### src/rtl/mem_burst_master_pkg.sv
// Shared types for the memory burst master.
// State encoding and read-buffer sizing.
package mem_master_pkg;

  typedef enum logic [2:0] {
    IDLE,
    WRITE,
    READ,
    DRAIN,
    DONE
  } state_t;

  localparam int FIFO_DEPTH = 2;
  localparam int CNT_W      = $clog2(FIFO_DEPTH + 1);

endpackage

### src/rtl/mem_burst_master_if.sv
// Client command/data streams plus the memory port
// driven by mem_burst_master.
interface mem_burst_master_if #(
  parameter int ADDR_WIDTH = 6,
  parameter int DATA_WIDTH = 16,
  parameter int LEN_WIDTH  = ADDR_WIDTH + 1
);

  logic                  cmd_valid;
  logic                  cmd_ready;
  logic                  cmd_write;
  logic [ADDR_WIDTH-1:0] cmd_addr;
  logic [LEN_WIDTH-1:0]  cmd_len;

  logic                  wr_valid;
  logic                  wr_ready;
  logic [DATA_WIDTH-1:0] wr_data;

  logic                  rd_valid;
  logic                  rd_ready;
  logic [DATA_WIDTH-1:0] rd_data;

  logic                  done;
  logic                  busy;

  logic                  mem_we;
  logic [ADDR_WIDTH-1:0] mem_addr;
  logic [DATA_WIDTH-1:0] mem_data;
  logic [DATA_WIDTH-1:0] mem_out;

  modport master (
    input  cmd_valid, cmd_write, cmd_addr, cmd_len,
    output cmd_ready,
    input  wr_valid, wr_data,
    output wr_ready,
    output rd_valid, rd_data,
    input  rd_ready,
    output done, busy,
    output mem_we, mem_addr, mem_data,
    input  mem_out
  );

  modport slave (
    output cmd_valid, cmd_write, cmd_addr, cmd_len,
    input  cmd_ready,
    output wr_valid, wr_data,
    input  wr_ready,
    input  rd_valid, rd_data,
    output rd_ready,
    input  done, busy,
    input  mem_we, mem_addr, mem_data,
    output mem_out
  );

endinterface

### src/rtl/mem_burst_master_fifo.sv
// Two-entry skid buffer absorbing the memory's
// one-cycle read latency under backpressure.
module rd_skid_fifo
  import mem_master_pkg::*;
#(
  parameter int DATA_WIDTH = 16
) (
  input  logic                  clk,
  input  logic                  clr,
  input  logic                  push,
  input  logic [DATA_WIDTH-1:0] push_data,
  input  logic                  pop,
  output logic [DATA_WIDTH-1:0] head,
  output logic [CNT_W-1:0]      count
);

  localparam int PW = $clog2(FIFO_DEPTH);

  logic [DATA_WIDTH-1:0] mem [FIFO_DEPTH];
  logic [PW-1:0]         wr_ptr;
  logic [PW-1:0]         rd_ptr;

  always_ff @(posedge clk) begin
    if (clr) begin
      wr_ptr <= '0;
      rd_ptr <= '0;
      count  <= '0;
    end else begin
      if (push) begin
        mem[wr_ptr] <= push_data;
        wr_ptr      <= wr_ptr + 1'b1;
      end
      if (pop) rd_ptr <= rd_ptr + 1'b1;
      count <= count + {{(CNT_W-1){1'b0}}, push}
                     - {{(CNT_W-1){1'b0}}, pop};
    end
  end

  assign head = mem[rd_ptr];

endmodule

### src/rtl/mem_burst_master.sv
// Burst initiator: streams write words into, or read
// words out of, consecutive addresses of a sync memory.
module mem_burst_master
  import mem_master_pkg::*;
#(
  parameter int ADDR_WIDTH = 6,
  parameter int DATA_WIDTH = 16,
  parameter int LEN_WIDTH  = ADDR_WIDTH + 1
) (
  input logic clk,
  input logic rst,
  mem_burst_master_if.master bus
);

  state_t                state;
  state_t                next_state;
  logic [ADDR_WIDTH-1:0] cur_addr;
  logic [LEN_WIDTH-1:0]  remaining;
  logic                  pending;
  logic                  pop;
  logic                  issue;
  logic                  wr_accept;
  logic                  last_word;
  logic [CNT_W-1:0]      fifo_count;
  logic [CNT_W:0]        occupancy;

  // words buffered plus in flight, after this cycle's pop
  assign pop       = bus.rd_valid & bus.rd_ready;
  assign occupancy = {1'b0, fifo_count}
                   + {{CNT_W{1'b0}}, pending}
                   - {{CNT_W{1'b0}}, pop};
  assign last_word = (remaining == LEN_WIDTH'(1));
  assign wr_accept = (state == WRITE) & bus.wr_valid;
  assign issue     = (state == READ)
                   & (occupancy < (CNT_W+1)'(FIFO_DEPTH));

  always_comb begin
    next_state = state;
    unique case (state)
      IDLE: begin
        if (bus.cmd_valid) begin
          if (bus.cmd_len == '0)  next_state = DONE;
          else if (bus.cmd_write) next_state = WRITE;
          else                    next_state = READ;
        end
      end
      WRITE: if (wr_accept && last_word) next_state = DONE;
      READ:  if (issue && last_word)     next_state = DRAIN;
      DRAIN: if (!pending && occupancy == '0) next_state = DONE;
      DONE:  next_state = IDLE;
      default: next_state = IDLE;
    endcase
  end

  always_ff @(posedge clk) begin
    if (rst) begin
      state     <= IDLE;
      cur_addr  <= '0;
      remaining <= '0;
      pending   <= 1'b0;
    end else begin
      state   <= next_state;
      pending <= issue;
      if (state == IDLE && bus.cmd_valid) begin
        cur_addr  <= bus.cmd_addr;
        remaining <= bus.cmd_len;
      end else if (wr_accept || issue) begin
        cur_addr  <= cur_addr + 1'b1;
        remaining <= remaining - 1'b1;
      end
    end
  end

  assign bus.cmd_ready = (state == IDLE);
  assign bus.busy      = (state != IDLE);
  assign bus.done      = (state == DONE);
  assign bus.wr_ready  = (state == WRITE);
  assign bus.mem_we    = wr_accept & ~rst;
  assign bus.mem_addr  = cur_addr;
  assign bus.mem_data  = bus.wr_data;
  assign bus.rd_valid  = (fifo_count != '0);

  rd_skid_fifo #(
    .DATA_WIDTH(DATA_WIDTH)
  ) u_rd_fifo (
    .clk      (clk),
    .clr      (rst),
    .push     (pending),
    .push_data(bus.mem_out),
    .pop      (pop),
    .head     (bus.rd_data),
    .count    (fifo_count)
  );

endmodule

### src/flat_wrapper.sv
// flat-port wrapper written by rule: the top's interface ports become plain ports
module mem_burst_master_flat import mem_master_pkg::*;
#(
  parameter int ADDR_WIDTH = 6,
  parameter int DATA_WIDTH = 16,
  parameter int LEN_WIDTH  = ADDR_WIDTH + 1
)
  (clk, rst, bus_cmd_valid, bus_cmd_write, bus_cmd_addr, bus_cmd_len, bus_cmd_ready, bus_wr_valid, bus_wr_data, bus_wr_ready, bus_rd_valid, bus_rd_data, bus_rd_ready, bus_done, bus_busy, bus_mem_we, bus_mem_addr, bus_mem_data, bus_mem_out);
  mem_burst_master_if #(.ADDR_WIDTH(ADDR_WIDTH), .DATA_WIDTH(DATA_WIDTH), .LEN_WIDTH(LEN_WIDTH)) bus_i ();
  input logic clk;
  input logic rst;
  input wire logic [$bits(bus_i.cmd_valid)-1:0] bus_cmd_valid;
  input wire logic [$bits(bus_i.cmd_write)-1:0] bus_cmd_write;
  input wire logic [$bits(bus_i.cmd_addr)-1:0] bus_cmd_addr;
  input wire logic [$bits(bus_i.cmd_len)-1:0] bus_cmd_len;
  output wire logic [$bits(bus_i.cmd_ready)-1:0] bus_cmd_ready;
  input wire logic [$bits(bus_i.wr_valid)-1:0] bus_wr_valid;
  input wire logic [$bits(bus_i.wr_data)-1:0] bus_wr_data;
  output wire logic [$bits(bus_i.wr_ready)-1:0] bus_wr_ready;
  output wire logic [$bits(bus_i.rd_valid)-1:0] bus_rd_valid;
  output wire logic [$bits(bus_i.rd_data)-1:0] bus_rd_data;
  input wire logic [$bits(bus_i.rd_ready)-1:0] bus_rd_ready;
  output wire logic [$bits(bus_i.done)-1:0] bus_done;
  output wire logic [$bits(bus_i.busy)-1:0] bus_busy;
  output wire logic [$bits(bus_i.mem_we)-1:0] bus_mem_we;
  output wire logic [$bits(bus_i.mem_addr)-1:0] bus_mem_addr;
  output wire logic [$bits(bus_i.mem_data)-1:0] bus_mem_data;
  input wire logic [$bits(bus_i.mem_out)-1:0] bus_mem_out;
  assign bus_i.cmd_valid = bus_cmd_valid;
  assign bus_i.cmd_write = bus_cmd_write;
  assign bus_i.cmd_addr = bus_cmd_addr;
  assign bus_i.cmd_len = bus_cmd_len;
  assign bus_cmd_ready = bus_i.cmd_ready;
  assign bus_i.wr_valid = bus_wr_valid;
  assign bus_i.wr_data = bus_wr_data;
  assign bus_wr_ready = bus_i.wr_ready;
  assign bus_rd_valid = bus_i.rd_valid;
  assign bus_rd_data = bus_i.rd_data;
  assign bus_i.rd_ready = bus_rd_ready;
  assign bus_done = bus_i.done;
  assign bus_busy = bus_i.busy;
  assign bus_mem_we = bus_i.mem_we;
  assign bus_mem_addr = bus_i.mem_addr;
  assign bus_mem_data = bus_i.mem_data;
  assign bus_i.mem_out = bus_mem_out;
  mem_burst_master #(.ADDR_WIDTH(ADDR_WIDTH), .DATA_WIDTH(DATA_WIDTH), .LEN_WIDTH(LEN_WIDTH)) u_core (.clk(clk), .rst(rst), .bus(bus_i));
endmodule
### config.mk
export PLATFORM = sky130hd
export DESIGN_NAME = mem_burst_master_flat
export DESIGN_NICKNAME = d
export VERILOG_FILES = /design/src/rtl/mem_burst_master_pkg.sv /design/src/rtl/mem_burst_master_if.sv /design/src/rtl/mem_burst_master_fifo.sv /design/src/rtl/mem_burst_master.sv /design/src/flat_wrapper.sv
export SDC_FILE = /design/constraint.sdc
export NUM_CORES = 1
export LEC_CHECK = 0
export CAP_MARGIN = 10
export CORE_ASPECT_RATIO = 1.2
export CORE_MARGIN = 2
export CORE_UTILIZATION = 48
export CTS_CLUSTER_SIZE = 12
export DETAILED_ROUTE_END_ITERATION = 6
export GPL_TIMING_DRIVEN = 0
export PLACE_DENSITY = 0.85
export SYNTH_ARGS = -nofsm -noshare
export SYNTH_HDL_FRONTEND = slang
export SYNTH_SLANG_ARGS = --single-unit
### constraint.sdc
create_clock -name clk -period 5.2 [get_ports clk]
set_clock_uncertainty 0.05 [all_clocks]
set_input_delay 1.3 -clock clk [delete_from_list [all_inputs] [get_ports clk]]
set_output_delay 1.3 -clock clk [all_outputs]
set_load 0.01 [all_outputs]
# Yosys cells after proc, flatten, opt, wreduce, memory -nomap -nowiden
# Memories as Yosys holds them, arrays and structs flattened. A register that Yosys moved wholly into a read port is not among the register bits.
# Index checks and enable logic that the tools add are counted.
[totals]
regBits = 21
latch_bits = 0
ramBits = 32
mem_bits_ro = 0
inputBits = 51
output_inout_bits = 44
wordCells = 60
memories = 1
[memory_table]
columns = ["name", "words", "width", "rd", "rd_clocked_by_memory_dff", "wr", "line_no", "text"]
rows = [
  ["u_core.u_rd_fifo.mem", 2, 16, 1, 1, 1, "mem_burst_master_fifo.sv:19", "logic [DATA_WIDTH-1:0] mem [FIFO_DEPTH];"],
]
[op_classes]
add_sub_neg = 8
multipliers = 0
div_mod_pow = 0
order_cmp = 1
eq_ne = 9
shift = 0
n_mux = 16
bitwise_logic = 5
reduce_logical = 13
[op_table]
columns = ["cell", "count"]
rows = [
  ["$mux 3", 5],
  ["$mux 7", 2],
  ["$mux 6", 2],
  ["$pmux 3 s4", 1],
  ["$eq 7x1->1 const B", 1],
  ["$logic_not 7->1", 1],
  ["$sub 7x1->7 const B", 1],
  ["$add 6x1->6 const B", 1],
  ["$eq 3x2->1 const B", 2],
  ["$logic_not 3->1", 2],
  ["$mux 1", 5],
  ["$and 1x1->1", 4],
  ["$logic_and 1x1->1", 4],
  ["$ne 2x1->1 const B", 2],
  ["$ne 2x2->1 const B", 2],
  ["$reduce_and 4->1", 1],
  ["$reduce_bool 2->1", 2],
  ["$add 2x1->3", 1],
  ["$eq 3x1->1 const B", 1],
  ["$eq 3x3->1 const B", 1],
  ["$lt 3x2->1 const B", 1],
  ["$reduce_bool 3->1", 1],
  ["$sub 3x1->3", 1],
  ["$add 1x1->1 const B", 2],
  ["other kinds (6)", 6],
]

# Depth between registers and ports, before layout
[depth]
word_depth = 8
mapped_depth = 12
ltp_nobuf = 11

# Cells and area by module
# From an unflattened synthesis, not the netlist that was laid out.
[unflattened]
hier_cells = 229
hier_area_um2 = 2781.4
[modules_own_cells]
columns = ["module", "instances", "cells_each", "area_per_inst_um2", "seq_area_each_um2"]
rows = [
  ["rd_skid_fifo", 1, 69, 1420.1, 1061.0],
  ["mem_burst_master", 1, 160, 1361.3, 340.3],
]

# Worst setup path before layout
# Ideal clock, no wire load.
[synth_path]
kind = "input to register"
startpoint = "input port bus_rd_ready"
endpoint = "register u_core.cur_addr[4] (netlist: u_core.bus.mem_addr[4])"
setup_time_ns = 0.128
t_arrival_ns = 3.649
required_ns = 5.022
slack_ns = 1.374
cell_stages = 10
path_buffers = 0
cell_sequence = "and2_1 ha_1 inv_1 ha_1 fa_1 or4b_2 nor2_1 a21oi_1 a221oi_1 nor2_1"
[synth_between]
elab_chain_len = 6
[synth_rtl]
columns = ["item", "line_no", "text"]
rows = [
  ["start, declared", "flat_wrapper.sv:22", "input wire logic [$bits(bus_i.rd_ready)-1:0] bus_rd_ready;"],
  ["$and 1x1->1", "mem_burst_master.sv:28", "assign pop = bus.rd_valid & bus.rd_ready;"],
  ["$sub 3x1->3", "mem_burst_master.sv:31", "- {{CNT_W{1'b0}}, pop};"],
  ["via u_core.occupancy[1]", "mem_burst_master.sv:25", "logic [CNT_W:0] occupancy;"],
  ["$lt 3x2->1", "mem_burst_master.sv:35", "& (occupancy < (CNT_W+1)'(FIFO_DEPTH));"],
  ["$and 1x1->1", "mem_burst_master.sv:35", ""],
  ["$logic_or 1x1->1", "mem_burst_master.sv:67", "end else if (wr_accept || issue) begin"],
  ["$reduce_bool 2->1 (no source line)", "--", ""],
  ["end signal, assigned", "mem_burst_master.sv:65", "cur_addr <= bus.cmd_addr;"],
  ["end signal, assigned", "mem_burst_master.sv:68", "cur_addr <= cur_addr + 1'b1;"],
  ["end, declared", "mem_burst_master.sv:17", "logic [ADDR_WIDTH-1:0] cur_addr;"],
]
# The timed path passes the listed nets, and every way through them passes these cells.
# A chain may end at the register's enable or synchronous reset.

# Final worst setup path
[layout_path]
startpoint = "input port rst"
endpoint = "output port bus_mem_we"
[layout_between]
elab_chain_len = 2
[layout_rtl]
columns = ["item", "line_no", "text"]
rows = [
  ["start, declared", "flat_wrapper.sv:11", "input logic rst;"],
  ["$not 1->1", "mem_burst_master.sv:78", "assign bus.mem_we = wr_accept & ~rst;"],
  ["$and 1x1->1", "mem_burst_master.sv:78", ""],
  ["end, declared", "flat_wrapper.sv:25", "output wire logic [$bits(bus_i.mem_we)-1:0] bus_mem_we;"],
]
# No other way between the ends.

==> impl_metrics.py <==
metrics = {
    "run_status": {
        "status": "completed",
    },
    "yosys": {
        "synth_top_family_by_area": "simple AND/OR/NAND/NOR gates",
        "synth-compound-area-share_pct": 10.4,
        "synth_mux_area_share_pct": 8.44,
        "dominantRegCellSynth": "edfxtp_1",
        "yosys.area_share.adder_pct": 3.15,
        "synth_edf_count": 32,
        "ys_ff_latch": 54,
        "yosys.area_share.simple_pct": 14.2,
        "seq_area_frac_synth_pct": 53.4,
        "synthArstFlopShare_pct": 0,
        "syn_inst": 225,
        "yosysUniqueCellTypes": 47,
        "yosysWarningCount": 0,
        "avgSynthCellArea_sq_um": 11.7,
        "syn_nets": 282,
        "synthXorXnorAreaFrac_pct": 2.34,
        "syn_area_sq_mm": 0.00262,
    },
    "sta": {
        "setup_violations": 0,
        "rsz0062_at_grt": "no",
        "fmax_ghz": 0.232,
        "finalSetupTns_ps": 0,
        "fin_crit_sh_pct": 83.0,
        "report.final.slew_viol_count": 0,
        "timing.hold.ws_ps": 441,
        "max_slew_margin_pct": 56.5,
        "worstMarginPinSlew_ps": 651,
        "finalHoldViolCount": 0,
        "layout_min_cycle_time_ps": 4320,
    },
    "global_route": {
        "grt_pass1_wl_microns": 8870,
        "overflow": 0,
        "antenna_found_initial": 0,
        "grt_max_degree": 17,
        "grt_pass1_vias": 1952,
        "grt_use_total_pct": 18.2,
    },
    "clocking": {
        "clk_latency_ps": 300,
        "cts.sinks": 54,
        "clock_path_buffers": 2,
        "htree_levels": 2,
        "ctsResizeCount": 0,
        "clk_pin_slew_ps": 90,
        "cts-buffers-inserted": 5,
        "tritoncts": "yes",
        "cts_hold_buf": 0,
        "cts_root_buf": "clkbuf_8",
        "cts_setup_buffers": 0,
    },
    "worst_setup_path": {
        "critPathKind": "input port to output port",
        "endpoint_kind": "output port",
        "crit_fanout": 10,
        "crit_arrival_ps": 2970,
        "cp.required_ps": 3850,
        "cp-start-kind": "input port",
    },
    "routing": {
        "wire_per_inst_microns": 14.6,
        "routed_wl_microns": 5480,
        "vias_per_cell": 5.38,
        "ant_nets": 0,
        "drtPass1Iterations": 4,
        "drc": 0,
        "drt-initial-drc-count": 107,
        "vias": 2017,
    },
    "placement": {
        "globalplace.congestion": 0.844,
        "postPlaceCellArea_sq_mm": 0.00351,
        "io_buffers": 78,
        "dpl.hpwl_microns": 4160,
    },
    "power_and_ir_drop": {
        "total_power_mw": 1.73,
        "vdd_drop_max_mv": 0.338,
        "p_leak_nw": 1.30,
        "powerDensity_mw_per_mm2": 478,
    },
    "finish": {
        "final_area_sq_mm": 0.00362,
        "drive_gt1_share_pct": 18.5,
        "area_growth_pct": 38.1,
        "multi_input_area_sq_mm": 0.00102,
        "nNetsFinal": 369,
        "fin_util_pct": 68.4,
        "regArea_sq_mm": 0.00140,
        "fillers": 434,
        "antennaDiodeCount": 0,
    },
    "floorplanning": {
        "core_area_sq_mm": 0.00530,
        "rows": 29,
        "die_x_microns": 71.5,
        "die-area_sq_mm": 0.00608,
        "num_io_pins": 95,
        "start_util_pct": 49.5,
        "die_h_microns": 85.0,
    },
    "min_path": {
        "hold_path.class": "flip-flop to flip-flop",
    },
    "run": {
        "drv_cap": 0,
    },
}
synthesized netlist by cell type, types with 3 or more instances:
cell type,n,share of area [%]
buf_4,17,4.9
dfxtp_1,22,17
mux2_2,17,7.3
mux2i_1,3,1.1
nor2b_1,4,0.95
edfxtp_1,32,37
ha_1,5,2.4
a21oi_1,9,1.7
nor3b_1,7,2.0
xor2_1,3,1.0
nand3_1,4,0.76
clkbuf_1,4,0.57
xnor2_1,4,1.3
inv_1,10,1.4
nor3_1,8,1.5
nor2_1,22,3.1
o21ai_0,9,1.7
nor4_1,4,0.95
a221oi_1,5,1.7
flip-flops by register name (all words and copies together), names as in the netlist, named ones only:
name / flops
u_core.bus.mem_addr: 6
u_core.pending: 1
u_core.remaining: 7
u_core.state: 3
u_core.u_rd_fifo.count: 2
u_core.u_rd_fifo.mem: 32
u_core.u_rd_fifo.rd_ptr: 1
u_core.u_rd_fifo.wr_ptr: 1
final cells by class:
cell class	count	share of cell area, %
inverter	10	1.04
clock buffer	6	2.00
sequential	54	38.7
buffer	25	4.80
clock inverter	2	1.04
timing repair buffer	80	22.2
multi-input combinational	136	28.2
tap	62	2.14
logic make-up (layout without fill, tap and decap cells):
logic type	Yosys count	count (layout)
and+or+nand+nor	63	63
muxes	20	20
xor gates and xnor gates	7	7
DFF	54	54
adders and majority gates	6	6
AOI/OAI and AO/OA	40	40
buffers and inverters	35	123
critical path, stage by stage:
cell             delay [ps]
clkdlybuf4s50_1         620
clkbuf_1                430
nor2b_1                 120
clkdlybuf4s50_1         500
where the power goes:
group	internal [mW]	switching, mW
clock network	0.144	0.129
registers	0.532	0.0696
logic	0.434	0.423
total	1.11	0.621
path summary, 6_finish.rpt:
kind                                                       endpoint                                 start  cells past startpoint  slack [ps]
worst max register to register     u_core.remaining[1]$_SDFFE_PP0P_  u_core.u_rd_fifo.count[1]$_SDFF_PP0_                     11        1700
worst max-delay path                                     bus_mem_we                                   rst                      4         880
worst min register to register  u_core.bus.mem_addr[5]$_SDFFE_PP0P_   u_core.bus.mem_addr[5]$_SDFFE_PP0P_                      1         440
worst min-delay path            u_core.bus.mem_addr[5]$_SDFFE_PP0P_   u_core.bus.mem_addr[5]$_SDFFE_PP0P_                      1         440
routing by layer:
layer  vias to the layer above  global-route usage, %  wire (microns)
met5                         -                      0               0
met4                         0                   6.00              87
met3                         9                   4.75             408
met2                        81                   32.2            2720
met1                       936                   21.2            2260
li1                        991                      -               -
layout by cell type, fill, tap and decap left out, drive strengths merged, types with 9 or more instances in the layout:
master	instances
clkdlybuf4s50	78
edfxtp	32
buf	23
nor2	22
dfxtp	22
mux2	17
inv	10
a21oi	10
clkbuf	10
o21ai	9
per-stage QoR:
| step | worst slack, ps | std cells |
|---|---|---|
| after floorplan | 1370 | 225 |
| final | 885 | 375 |
| after global placement | 714 | 365 |
| after CTS | 876 | 375 |
| after global routing | 795 | 375 |
| after detailed placement | 696 | 367 |
Note: power is estimated with default switching activity, not from simulation.
